<file path="src/rtl/mem_sram_access_pkg.sv">
// Shared definitions for the memory-stage SRAM access block:
// FSM state type, SRAM bus geometry and the default SRAM base address.
package mem_sram_access_pkg;

    typedef enum logic [1:0] {
        IDLE = 2'd0,
        LOW  = 2'd1,
        HIGH = 2'd2,
        DONE = 2'd3
    } state_t;

    localparam int SRAM_AW = 18;
    localparam int SRAM_DW = 16;

    localparam logic [31:0] DEFAULT_BASE_ADDR = 32'd1024;

endpackage

</file>
<file path="src/rtl/mem_sram_access_xlate.sv">
// Byte-address to SRAM halfword-address translation.
// Optional macro ALIGN_CHECK_EN adds the misaligned/out-of-range flag.
module sram_addr_xlate
    import mem_sram_access_pkg::*;
#(
    parameter logic [31:0] BASE_ADDR = DEFAULT_BASE_ADDR
) (
    input  logic [31:0]        byte_addr,
    input  logic               phase,
    output logic [SRAM_AW-1:0] hw_addr
`ifdef ALIGN_CHECK_EN
    ,
    output logic               misaligned
`endif
);

    logic [31:0] offset;
    logic        unused_offset_bits;

    // Word index is the offset from the base, dropping the byte lane bits;
    // the phase selects the even (low) or odd (high) halfword of that word.
    always_comb begin
        offset             = byte_addr - BASE_ADDR;
        hw_addr            = {offset[SRAM_AW:2], phase};
        unused_offset_bits = ^{offset[31:SRAM_AW+1], offset[1:0]};
    end

`ifdef ALIGN_CHECK_EN
    // Flag addresses that are not word aligned or fall below the SRAM window.
    always_comb begin
        misaligned = (byte_addr[1:0] != 2'b00) || (byte_addr < BASE_ADDR);
    end
`endif

endmodule

</file>
<file path="src/rtl/mem_sram_access.sv">
// Memory stage: 32-bit loads/stores on a 16-bit async SRAM as two halfword
// phases with WAIT_CYCLES extra cycles each, stalling the pipeline via freeze.
// Optional macro ALIGN_CHECK_EN adds a sticky mem_err output and suppresses
// misaligned or below-base requests.
module mem_sram_access
    import mem_sram_access_pkg::*;
#(
    parameter logic [31:0] BASE_ADDR   = DEFAULT_BASE_ADDR,
    parameter int unsigned WAIT_CYCLES = 4
) (
    input  logic               clk,
    input  logic               rst,
    input  logic               mem_r_en,
    input  logic               mem_w_en,
    input  logic [31:0]        alu_result,
    input  logic [31:0]        val_rm,
    output logic [31:0]        mem_result,
    output logic               freeze,
    output logic [SRAM_AW-1:0] sram_addr,
    output logic [SRAM_DW-1:0] sram_dq_out,
    input  logic [SRAM_DW-1:0] sram_dq_in,
    output logic               sram_dq_oe,
    output logic               sram_we_n,
    output logic               sram_oe_n
`ifdef ALIGN_CHECK_EN
    ,
    output logic               mem_err
`endif
);

    localparam int unsigned   CW       = (WAIT_CYCLES > 0) ? $clog2(WAIT_CYCLES + 1) : 1;
    localparam logic [CW-1:0] CNT_LAST = CW'(WAIT_CYCLES);

    state_t               state;
    logic [CW-1:0]        cnt;
    logic                 is_store;
    logic [SRAM_DW-1:0]   ld_low;
    logic                 req;
    logic                 start;
    logic                 phase_last;
    logic [SRAM_AW-1:0]   xlate_addr;

`ifdef ALIGN_CHECK_EN
    logic                 misaligned;
`endif

    // The address loaded at the end of LOW is the odd halfword; everywhere
    // else (including IDLE, which loads the LOW address) it is the even one.
    sram_addr_xlate #(
        .BASE_ADDR (BASE_ADDR)
    ) u_xlate (
        .byte_addr  (alu_result),
        .phase      (state == LOW),
        .hw_addr    (xlate_addr)
`ifdef ALIGN_CHECK_EN
        ,
        .misaligned (misaligned)
`endif
    );

    // Request decode and phase-end detection.
    always_comb begin
        req        = mem_r_en | mem_w_en;
`ifdef ALIGN_CHECK_EN
        start      = req & ~misaligned;
`else
        start      = req;
`endif
        phase_last = (cnt == CNT_LAST);
    end

    // Stall while an access is starting or in flight; never during reset.
    always_comb begin
        freeze = rst && (((state == IDLE) && start) || (state == LOW) || (state == HIGH));
    end

    // Access FSM, wait-state counter and registered SRAM/result outputs.
    always_ff @(posedge clk or negedge rst) begin
        if (!rst) begin
            state       <= IDLE;
            cnt         <= '0;
            is_store    <= 1'b0;
            ld_low      <= '0;
            mem_result  <= '0;
            sram_addr   <= '0;
            sram_dq_out <= '0;
            sram_dq_oe  <= 1'b0;
            sram_we_n   <= 1'b1;
            sram_oe_n   <= 1'b1;
        end else begin
            case (state)
                IDLE: begin
                    if (start) begin
                        state     <= LOW;
                        cnt       <= '0;
                        is_store  <= mem_w_en;
                        sram_addr <= xlate_addr;
                        if (mem_w_en) begin
                            sram_we_n   <= 1'b0;
                            sram_dq_oe  <= 1'b1;
                            sram_dq_out <= val_rm[15:0];
                        end else begin
                            sram_oe_n   <= 1'b0;
                        end
                    end
                end
                LOW: begin
                    if (phase_last) begin
                        state     <= HIGH;
                        cnt       <= '0;
                        sram_addr <= xlate_addr;
                        if (is_store) begin
                            sram_dq_out <= val_rm[31:16];
                        end else begin
                            ld_low      <= sram_dq_in;
                        end
                    end else begin
                        cnt <= cnt + CW'(1);
                    end
                end
                HIGH: begin
                    if (phase_last) begin
                        state      <= DONE;
                        cnt        <= '0;
                        sram_we_n  <= 1'b1;
                        sram_oe_n  <= 1'b1;
                        sram_dq_oe <= 1'b0;
                        if (!is_store) begin
                            mem_result <= {sram_dq_in, ld_low};
                        end
                    end else begin
                        cnt <= cnt + CW'(1);
                    end
                end
                DONE: begin
                    state <= IDLE;
                end
                default: begin
                    state <= IDLE;
                end
            endcase
        end
    end

`ifdef ALIGN_CHECK_EN
    // Sticky error for rejected requests seen in IDLE.
    always_ff @(posedge clk or negedge rst) begin
        if (!rst) begin
            mem_err <= 1'b0;
        end else if ((state == IDLE) && req && misaligned) begin
            mem_err <= 1'b1;
        end
    end
`endif

endmodule

</file>
<file path="config.mk">
export PLATFORM = sky130hd
export DESIGN_NAME = mem_sram_access
export DESIGN_NICKNAME = d
export VERILOG_FILES = /design/src/rtl/mem_sram_access_pkg.sv /design/src/rtl/mem_sram_access_xlate.sv /design/src/rtl/mem_sram_access.sv
export SDC_FILE = /design/constraint.sdc
export NUM_CORES = 1
export LEC_CHECK = 0
export BUFFER_PORTS_ARGS = -buffer_cell sky130_fd_sc_hd__buf_2
export CORE_UTILIZATION = 40
export CTS_CLUSTER_DIAMETER = 100
export CTS_CLUSTER_SIZE = 8
export DETAILED_ROUTE_END_ITERATION = 16
export GPL_TIMING_DRIVEN = 0
export PLACE_DENSITY = 0.78
export SKIP_LAST_GASP = 1
export SYNTH_ARGS = -nofsm -noshare
export SYNTH_HDL_FRONTEND = slang
export SYNTH_HIERARCHICAL = 1
export SYNTH_SLANG_ARGS = --single-unit
</file>
<file path="constraint.sdc">
create_clock -name clk -period 4.3 [get_ports clk]
set_clock_uncertainty 0.15 [all_clocks]
set_input_delay 0.43 -clock clk [delete_from_list [all_inputs] [get_ports clk]]
set_output_delay 0.43 -clock clk [all_outputs]
set_load 0.05 [all_outputs]
</file>
# After elaboration in Yosys (flattened, before gate mapping)
# Index checks and enable logic that the tools add are counted.
dict set report totals {
  ff_bits 91
  latch_bits 0
  ram_bits 0
  rom_bits 0
  output_inout_bits 70
  mem_count 0
}
dict set report op_classes {
  addsub 2
  mul 0
  div 0
  n_lt_le_gt_ge 0
  eq_ne 10
  shift 0
  mux 26
  n_bitwise 2
  n_reduce_logical 18
}
# op n
set op_table {}
lappend op_table {{$mux W16} 4}
lappend op_table {{$mux W18} 2}
lappend op_table {{$pmux W18 S2} 1}
lappend op_table {{$pmux W16 S2} 1}
lappend op_table {{$sub A19 B11 Y19 const B} 1}
lappend op_table {{$ne A2 B2 Y1 const B} 6}
lappend op_table {{$reduce_and A3 Y1} 4}
lappend op_table {{$mux W1} 8}
lappend op_table {{$pmux W2 S4} 1}
lappend op_table {{$reduce_and A4 Y1} 2}
lappend op_table {{$mux W2} 3}
lappend op_table {{$mux W3} 2}
lappend op_table {{$pmux W1 S2} 3}
lappend op_table {{$pmux W3 S2} 1}
lappend op_table {{$reduce_bool A2 Y1} 3}
lappend op_table {{$reduce_and A5 Y1} 1}
lappend op_table {{$eq A2 B2 Y1 const B} 2}
lappend op_table {{$reduce_and A2 Y1} 2}
lappend op_table {{$add A3 B1 Y3 const B} 1}
lappend op_table {{$eq A3 B3 Y1 const B} 1}
lappend op_table {{$eq A2 B1 Y1 const B} 1}
lappend op_table {{$logic_and A1 B1 Y1} 2}
lappend op_table {{$logic_not A2 Y1} 1}
lappend op_table {{$logic_or A1 B1 Y1} 2}
lappend op_table {{other kinds (3)} 3}

# Longest topological paths before layout
# Gate-level depths: netlist of run 1.
dict set report depth {
  word_depth 5
  depth_mapped 8
  depth_no_buf 6
}

# By module
# The synthesis of run 1 kept the hierarchy.
# mod instances cells_per_inst area_each_um2
set by_module_without_submodules {}
lappend by_module_without_submodules {mem_sram_access 1 253 3843.7}
lappend by_module_without_submodules {sram_addr_xlate 1 29 215.2}

# Worst setup path after synthesis of run 1
# OpenSTA, ideal clock, no wires.
dict set report synth_timing {
  path_kind {register to output}
  from {register state[1]}
  to {output port freeze}
  arrival_ps 2442
  required_ps 3720
  slack_ps 1278
  path_stages_with_launch 7
  n_path_buf 2
  cell_sequence {dfrtp_1 > inv_1 > ha_1 > buf_2 > buf_1 > nor2_1 > a21boi_0}
}
dict set report synth_via {
  elab_chain_cells 5
  word_cells_on_any_way 7
  cone_classes {2 x eq/ne; 5 x reduce/logical}
}
# item line
set synth_lines {}
lappend synth_lines {{from (decl)} mem_sram_access.sv:34} ;# state_t state;
lappend synth_lines {{from (signal assigned)} mem_sram_access.sv:80} ;# state <= IDLE;
lappend synth_lines {{from (signal assigned)} mem_sram_access.sv:94} ;# state <= LOW;
lappend synth_lines {{from (signal assigned)} mem_sram_access.sv:109} ;# state <= HIGH;
lappend synth_lines {{$logic_not A2 Y1} mem_sram_access.sv:74} ;# freeze = rst && (((state == IDLE) && start) || (state == LOW) || (state == HIGH));
lappend synth_lines {{$logic_and A1 B1 Y1} mem_sram_access.sv:74}
lappend synth_lines {{$logic_or A1 B1 Y1} mem_sram_access.sv:74}
lappend synth_lines {{$logic_or A1 B1 Y1 (*)} mem_sram_access.sv:74}
lappend synth_lines {{$logic_and A1 B1 Y1 (*)} mem_sram_access.sv:74}
lappend synth_lines {{to (decl)} mem_sram_access.sv:18} ;# output logic freeze,
# Mark *: on every way between the ends. The rest lies on a longest branch, timed or not.

# Worst setup path after layout of run 1
# Ends and elaborated chain as after synthesis.

==> results of run 1 <==
[area by class of cell]
type	instances	area (µm²)	share of cell area, %
plain buffers	19	135	2.65
clock buffers	9	124	2.43
clock inverters	6	65.1	1.27
inverters	8	30.0	0.588
multi-input cells	164	1610	31.6
flip-flops and latches	91	2280	44.7
well taps	133	166	3.26
repair buffers	132	691	13.5
[worst max-delay path: cells and delay by family (launching register included)]
kind	cells	cell delay, ps
flops	1	400
fa+ha+maj	1	260
simple gates	1	100
compound gates	1	180
buf+inv	4	1130
[power by group through the flow]
| stage | Combinational [mW] | Clock [mW] | Sequential [mW] |
|---|---|---|---|
| floorplan | 0.862 | 0 | 2.41 |
| global placement | 2.31 | 0 | 1.42 |
| detailed placement | 2.35 | 0 | 1.45 |
| CTS | 2.36 | 0.592 | 1.43 |
| global route | 2.47 | 0.625 | 1.48 |
| finish | 2.33 | 0.567 | 1.43 |
[final timing paths]
path,start,endpoint,slack (ps),depth (start not counted)
min,alu_result[8],sram_addr[7],150,2
min in group asynchronous,rst,sram_addr[1],370,2
max,state[1],freeze,1310,7
max reg2reg,state[1],sram_dq_out[10],1880,6
max in group asynchronous,rst,sram_we_n,3000,3
min reg2reg,mem_result[21],mem_result[21],360,1
[state kept, by name, indices dropped and copies added (netlist names)]
name and count:
mem_result 32, sram_addr 18, ld_low 16, sram_dq_out 16, cnt 3, state 2, is_store 1, sram_dq_oe 1
sram_oe_n 1, sram_we_n 1
[stage by stage]
| step | total power [mW] | setup slack (ps) | cell area, µm² | hold slack [ps] |
|---|---|---|---|---|
| global route | 4.58 | 1080 | 5100 | 125 |
| finish | 4.33 | 1310 | 5100 | 150 |
| floorplan | 3.27 | 1280 | 4060 | -15.6 |
| detailed placement | 3.80 | 1670 | 4910 | 194 |
| CTS | 4.38 | 1260 | 5100 | 130 |
| global placement | 3.73 | 1150 | 4880 | 331 |
[placed cells by master, fill, tap and decap left out, types with 2 or more instances in the layout]
master    netlist  final
clkbuf_8        0      9
dfrtp_1        89     89
buf_2           6    135
dfstp_2         2      2
nand2_1         8      8
ha_1            7      7
xor2_1          4      4
buf_6           3      3
buf_4           9     10
a21boi_0        2      2
o22a_1          2      2
mux2_2         99     99
xnor2_1         2      2
o21ai_0         8      8
clkinv_2        0      2
inv_6           0      2
a21oi_1         3      3
nand3_1         2      2
nor2_1          7      7
inv_1           8      8
[metal layers]
| layer | track usage (%) | part of all wire (%) |
|---|---|---|
| met1 | 18.0 | 43 |
| met2 | 27.2 | 49 |
| met3 | 3.93 | 6.6 |
| met4 | 7.58 | 1.9 |
| met5 | 0 | 0 |
[logic make-up after synthesis]
group / synth area share (%)
AO/OA/AOI/OAI: 4.32
buffers and inverters: 4.07
adder cells (fa/ha/maj): 2.16
flip-flops: 56.2
multiplexers: 27.5
XOR/XNOR: 1.29
AND/OR/NAND/NOR: 4.53
[timing repair]
action / 4_1_cts / 5_1_grt
hold endpoints to repair: 19 / 0
gates resized for setup: 0 / 0
hold buffers: 1 / 0
==> qor.txt, run 1 <==
CP dominant cell by count: buf_2
RSZ-0062 raised after global routing: no
Synth cell count leaders: mux2_2, dfrtp_1, buf_4
Nets@finish: 516
Worst-Margin Slew: 534 ps
WS Path Type: flip-flop to output port
Placed insts: 546
CP startpoint kind: flip-flop
CTS tree: built
Setup TNS: 0 ps
Post-Syn Area: 0.00406 mm²
Core area: 0.00982 mm²
Tightest Hold Check Type: primary input to flip-flop
Hold violation total from the final report: 0
Fin util: 52.0%
Post-synth top area cell: dfrtp_1
GR Util All Layers: 15.6%
Sw Share: 46.6%
Post-route DRC violation count: 0
Peak VDD IR: 0.000381 V
Clk pin slew, worst setup/hold paths: 90 ps
Number of H-tree levels: 3
Min cycle time layout: 2990 ps
Die area: 0.0106 mm²
Critical Path RT: 3720 ps
CP endpoint kind: output port
NetSw: 2.01 mW
Initial Utilization: 41.3%
Max-Cap Viols: 0
CTS sink cnt: 91
Most common cell in the synthesized netlist: mux2_2
Crit path cell chain: inv_1, ha_1, buf_2, buf_1, nor2_1, a21boi_0, buf_2
Worst skew pair latency: 350 ps
Status: finished clean
Max-slew headroom: 64.4%
Seq/Total Area, Yosys: 56.2%
Post-Synthesis Net Count: 373
Fin cells: 562
CTS max path bufs: 2
Cell-internal power: 2.31 mW
Diodes inserted: 0
Max Clk Rate: 335 MHz
Initial antenna violation count: 0
Vias in the first global route: 2788
Yosys cell types: 38
Clk root buf: clkbuf_8
Area Growth Syn to Fin: 25.8%
Crit-path max FO: 10
Synth area leaders: dfrtp_1, mux2_2, ha_1
Post-synth ARST share: 100%
WL/cell: 14.0 µm
# setup viols final: 0
Filler instances: 904
RD Place Congestion: 0.725
Post-DP HPWL: 5.90 mm
Top cell type's share of synthesized area: 54.9%
Mapped Cells: 282
I/O pin total: 154
Leakage: 2.48 nW
Yosys warns: 6
Largest stage delay on the critical path: 460 ps
Row cnt: 36
Post-Syn Area per Cell: 14.4 µm²
#FFs+latches synth: 91
Port bufs: 130
Aggregate routed wire length: 7.85 mm
Max Slew Vio Count: 0
Count of flip-flops with a built-in enable after synthesis: 0
Antenna-violating nets left: 0
First-pass GRT wire length: 12.6 mm
Share of layout cells above drive strength 1: 63.9%
DR iter-0 viols: 92
Power share of the clock group: 13.1%
DR vias: 2730
Crit-path slowest cell: buf_1
Die extent in y: 103 µm
Die X-Extent: 103 µm
Pwr dens: 847 mW/mm²
Cts bufs inserted: 9
Gr ovfl total: 0
Ys flop type: dfrtp_1
Largest net degree at the start of global routing: 72
Setup Fix Bufs, Post-CTS: 0
CP arrival: 2410 ps
Final period util: 69.5%
Combinational power share: 53.9%
Sequential power share: 33.0%
First-pass detailed-route iteration total: 4
Vias/cell: 4.86
(Power assumes the default switching activity.)
==> run 2, diff against run 1 <==
- ABC_AREA: not set -> 1
- clock period: 4.3 -> 3.05 ns (I/O delays scaled with it)
==> qor.txt, run 2 <==
Worst skew pair latency: 370 ps
#FFs+latches synth: 91
NetSw: 3.29 mW
Peak VDD IR: 0.000662 V
Vias/cell: 4.65
DR iter-0 viols: 231
Worst-Margin Slew: 476 ps
Cts bufs inserted: 9
R2R Path Start: state[1]
GR Util All Layers: 18.9%
WL/cell: 12.0 µm
Final hold slack: 24.9 ps
Seq/Total Area, Yosys: 54.0%
Most common cell in the synthesized netlist: nand2_1
Die extent in y: 105 µm
Synth area leaders: dfrtp_1, nand2_1, o21ai_0
Setup TNS: 0 ps
Final period util: 85.2%
Top cell type's share of synthesized area: 52.8%
WS Path Type: flip-flop to output port
Area Growth Syn to Fin: 25.4%
Placed insts: 779
Aggregate routed wire length: 9.58 mm
Yosys cell types: 28
Filler instances: 998
Nets@finish: 748
CP startpoint: state[1]
Post-DP HPWL: 7.19 mm
Max Slew Vio Count: 0
Max reg flops: 32
Post-synth top area cell: dfrtp_1
Die X-Extent: 105 µm
Max-slew headroom: 68.3%
Commonest non-fill, non-tap cell in the layout: nand2_1
Count of flip-flops with a built-in enable after synthesis: 0
Hold_sp: alu_result[7]
I/O pin total: 154
RR Endpoint: ld_low[14]
Leakage: 3.10 nW
Fin cells: 798
# setup viols final: 0
CP startpoint kind: flip-flop
Max Clk Rate: 385 MHz
Yosys warns: 6
Status: finished clean
RD Place Congestion: 0.849
Clk root buf: clkbuf_8
Mapped Cells: 512
CTS sink cnt: 91
RSZ-0062 raised after global routing: no
Most frequent cells in the layout: nand2_1, buf_2, dfrtp_1
CP endpoint kind: output port
Post-Syn Area per Cell: 8.24 µm²
First-pass GRT wire length: 16.5 mm
DR vias: 3709
Synth cell count leaders: nand2_1, dfrtp_1, inv_1
CTS tree: built
Max-Cap Viols: 0
Sequential power share: 31.8%
Antenna-violating nets left: 0
Hold EP: sram_addr[6]
Setup ws final: 450 ps
Sw Share: 52.3%
Placed cell areas: 0.00507 mm²
Port bufs: 130
Post-Syn Area: 0.00422 mm²
Largest regs: mem_result x32, sram_addr x18
Share of layout cells above drive strength 1: 28.1%
Post-synth ARST share: 100%
Post-Synthesis Net Count: 603
Number of H-tree levels: 3
Clk pin slew, worst setup/hold paths: 90 ps
Initial Utilization: 41.0%
FF-to-FF setup slack: 1040 ps
CTS max path bufs: 2
Initial antenna violation count: 0
FF-to-FF path depth: 6
Ys flop type: dfrtp_1
First-pass detailed-route iteration total: 4
Tightest Hold Check Type: primary input to flip-flop
Vias in the first global route: 3488
Gr ovfl total: 0
Diodes inserted: 0
Hold violation total from the final report: 0
Post-route DRC violation count: 0
Cell-internal power: 3.00 mW
Core area: 0.0103 mm²
Pre-CTS setup slack: 833 ps
CP arrival: 2140 ps
Combinational power share: 55.4%
Min cycle time layout: 2600 ps
Largest Register: mem_result
Crit-path max FO: 10
Critical Path RT: 2590 ps
Row cnt: 37
Pwr dens: 1190 mW/mm²
Worst hold path depth: 3
Final Cell Area: 0.00529 mm²
Largest net degree at the start of global routing: 57
Power share of the clock group: 12.7%
Die area: 0.0110 mm²
## run 2: changes by cell type in the layout (fill, tap and decap cells not counted), moves of 3 or more
cell,before,now
nand3_1,2,42
nand4_1,0,6
xor2_1,4,1
o21ai_0,8,47
nand2_1,8,200
inv_1,8,50
clkbuf_1,0,9
o21ai_1,0,8
nand2_2,0,5
mux2_2,99,0
## run 2: worst max-delay path by stage
stage / endpoint / cells past startpoint
after floorplan: freeze / 6
after global placement: freeze / 3
after detailed placement: freeze / 7
after CTS: freeze / 7
after global routing: freeze / 7
final: freeze / 7
## run 2: stage by stage
step | util [%] | power [mW]
CTS | 51.5 | 6.35
global placement | 49.0 | 5.44
detailed placement | 49.3 | 5.53
global route | 51.5 | 6.78
floorplan | - | 4.69
finish | 51.5 | 6.29
## run 2: area by class of cell
| class | instances | area, µm² | area share, % |
|---|---|---|---|
| Clock inverter | 6 | 53.8 | 1.02 |
| Timing Repair Buffer | 134 | 711 | 13.4 |
| Clock buffer | 10 | 138 | 2.60 |
| Sequential cell | 91 | 2280 | 43.1 |
| Multi-Input combinational cell | 338 | 1540 | 29.1 |
| Tap cell | 136 | 170 | 3.22 |
| Inverter | 52 | 195 | 3.69 |
| Buffer | 31 | 201 | 3.81 |
## run 2: kinds of logic after synthesis
family          share of synthesized area [%]
buf+inv                                  9.40
flops                                    54.0
fa+ha+maj                                2.08
xor+xnor                                0.415
compound gates                           7.21
simple gates                             26.8
## run 2: critical path, cell delays in order, from the launching register on
cell,delay [ps]
dfrtp_1,390
inv_1,90
ha_1,270
inv_2,170
clkbuf_1,370
nand2_1,90
o21a_1,200
buf_2,210
## run 2: timing repair
item                       in CTS  in global routing
setup endpoints to repair       0                  0
setup buffers                   0                  0
resized for setup               0                  0
hold endpoints to repair       38                  0
hold buffers                    3                  0
## run 2: per-layer routing
layer	wire length [µm]	GRT usage [%]	vias up	part of all wire, %
li1	-	-	1890	-
met1	4360	25.2	1698	45
met2	4600	30.7	109	48
met3	437	2.50	12	4.6
met4	180	8.45	0	1.9
met5	0	0	-	0
## run 2: power groups by stage
stage / Sequential [mW] / Clock (mW) / Combinational (mW)
after global placement: 2.00 / 0 / 3.44
final: 2.00 / 0.800 / 3.49
after floorplan: 3.27 / 0 / 1.42
after detailed placement: 2.02 / 0 / 3.52
after CTS: 2.00 / 0.828 / 3.52
after global routing: 2.07 / 0.865 / 3.84
==> run 3, diff against run 2 <==
- BUFFER_PORTS_ARGS: -buffer_cell sky130_fd_sc_hd__buf_2 -> not set
- DONT_BUFFER_PORTS: not set -> 1
- PLACE_DENSITY: 0.78 -> 0.65
- SKIP_LAST_GASP: 1 -> not set
==> qor.txt, run 3 (synthesized netlist as in run 2, its figures left out) <==
Initial Utilization: 41.0%
I/O pin total: 154
Row cnt: 37
CTS tree: built
Max Slew Vio Count: 0
Largest net degree at the start of global routing: 92
Diodes inserted: 0
Largest regs: mem_result x32, sram_addr x18
Vias in the first global route: 3284
Final period util: 85.4%
CTS sink cnt: 91
CP startpoint kind: flip-flop
Leakage: 2.64 nW
DR vias: 3350
Clk pin slew, worst setup/hold paths: 100 ps
CP endpoint kind: output port
Aggregate routed wire length: 9.74 mm
Max-slew headroom: 65.3%
Largest Register: mem_result
Cts bufs inserted: 9
First-pass GRT wire length: 16.0 mm
First-pass detailed-route iteration total: 5
Post-route DRC violation count: 0
Max Clk Rate: 384 MHz
# setup viols final: 0
Antenna-violating nets left: 0
Worst skew pair latency: 360 ps
Post-CTS Resized: 0
Clk root buf: clkbuf_8
Commonest non-fill, non-tap cell in the layout: nand2_1
Final Cell Area: 0.00482 mm²
GR Util All Layers: 18.5%
CTS max path bufs: 2
Area Growth Syn to Fin: 14.3%
WS Path Type: flip-flop to output port
DR iter-0 viols: 206
Pwr dens: 1240 mW/mm²
Peak VDD IR: 0.000529 V
Die area: 0.0110 mm²
Worst-Margin Slew: 521 ps
Number of H-tree levels: 3
Tightest Hold Check Type: primary input to flip-flop
Critical Path RT: 2590 ps
Min cycle time layout: 2600 ps
Die extent in y: 105 µm
Crit-path slowest cell: o21a_1
Core area: 0.0103 mm²
Largest stage delay on the critical path: 400 ps
Setup TNS: 0 ps
Max reg flops: 32
Crit path cell chain: inv_1, ha_1, inv_2, clkbuf_1, nand2_1, o21a_1
RSZ-0062 raised after global routing: no
Status: finished clean
Final hold slack: 17.1 ps
Port bufs: 0
Most frequent cells in the layout: nand2_1, dfrtp_1, inv_1
Gr ovfl total: 0
Share of layout cells above drive strength 1: 10.0%
WL/cell: 14.2 µm
Die X-Extent: 105 µm
Hold violation total from the final report: 0
Crit-path max FO: 10
Max-Cap Viols: 0
Post-DP HPWL: 6.93 mm
Vias/cell: 4.89
Initial antenna violation count: 0
CP arrival: 2150 ps
RD Place Congestion: 0.811
Nets@finish: 635
Placed cell areas: 0.00439 mm²
==> run 3: cell count changes in the layout (fill, tap and decap cells not counted), sizes merged <==
cell | before | now
clkinv | 1 | 2
clkbuf | 21 | 22
clkinvlp | 1 | 2
dlygate4sd3 | 3 | 20
bufinv | 0 | 1
inv | 56 | 52
buf | 151 | 21
==> run 3: worst max-delay path: cells and delay by family (launching register included) <==
kind	cells	cell delay, ps
buffers and inverters	3	630
AO/OA/AOI/OAI	1	400
flip-flops	1	380
adder cells (fa/ha/maj)	1	270
AND/OR/NAND/NOR	1	110
==> run 3: layout make-up <==
cell class                 instances  area (µm²)
multi-input combinational        338        1540
clock inverter                     5        62.6
timing repair buffer              21         228
buffer                            31         201
fill                            1043        5460
tap                              136         170
clock buffer                      11         141
inverter                          52         195
sequential                        91        2280
==> run 3: repair_timing <==
item,4_1_cts,5_1_grt
setup endpoints to repair,0,0
hold buffers,21,0
endpoints found under the hold margin,127,0
buffers inserted,0,0
==> run 3: power by group <==
| group | switching (mW) | internal (mW) | total [mW] |
|---|---|---|---|
| logic | 1.10 | 0.672 | 1.77 |
| clock network | 0.447 | 0.405 | 0.852 |
| registers | 1.65 | 1.71 | 3.36 |
==> run 3: worst paths after layout <==
| check | startpoint | to | slack, ps | cells after the start |
|---|---|---|---|---|
| max in group asynchronous | rst | sram_addr[9] | 2010 | 2 |
| hold / removal | val_rm[12] | sram_dq_out[12] | 20 | 4 |
| setup reg to reg | state[1] | ld_low[7] | 1080 | 7 |
| hold reg to reg | ld_low[13] | ld_low[13] | 340 | 2 |
| min in group asynchronous | rst | sram_dq_out[12] | 320 | 2 |
| setup / recovery | state[1] | freeze | 450 | 6 |
==> run 3: layer usage <==
layer / vias to the layer above / part of all wire (%) / GRT usage, % / wire length, µm
li1: 1658 / - / - / -
met1: 1578 / 44 / 23.6 / 4330
met2: 101 / 47 / 29.8 / 4620
met3: 13 / 6.1 / 4.74 / 590
met4: 0 / 2.1 / 7.65 / 205
met5: - / 0 / 0 / 0
==> run 3: metrics by stage <==
step / utilization, % / total power [mW] / setup WS, ps / std cells
after floorplan: - / 4.69 / 1090 / 512
after global placement: 42.7 / 5.04 / 870 / 648
after detailed placement: 42.7 / 5.14 / 816 / 648
after CTS: 46.9 / 6.03 / 414 / 685
after global routing: 46.9 / 6.41 / 301 / 685
final: 46.9 / 5.98 / 445 / 685
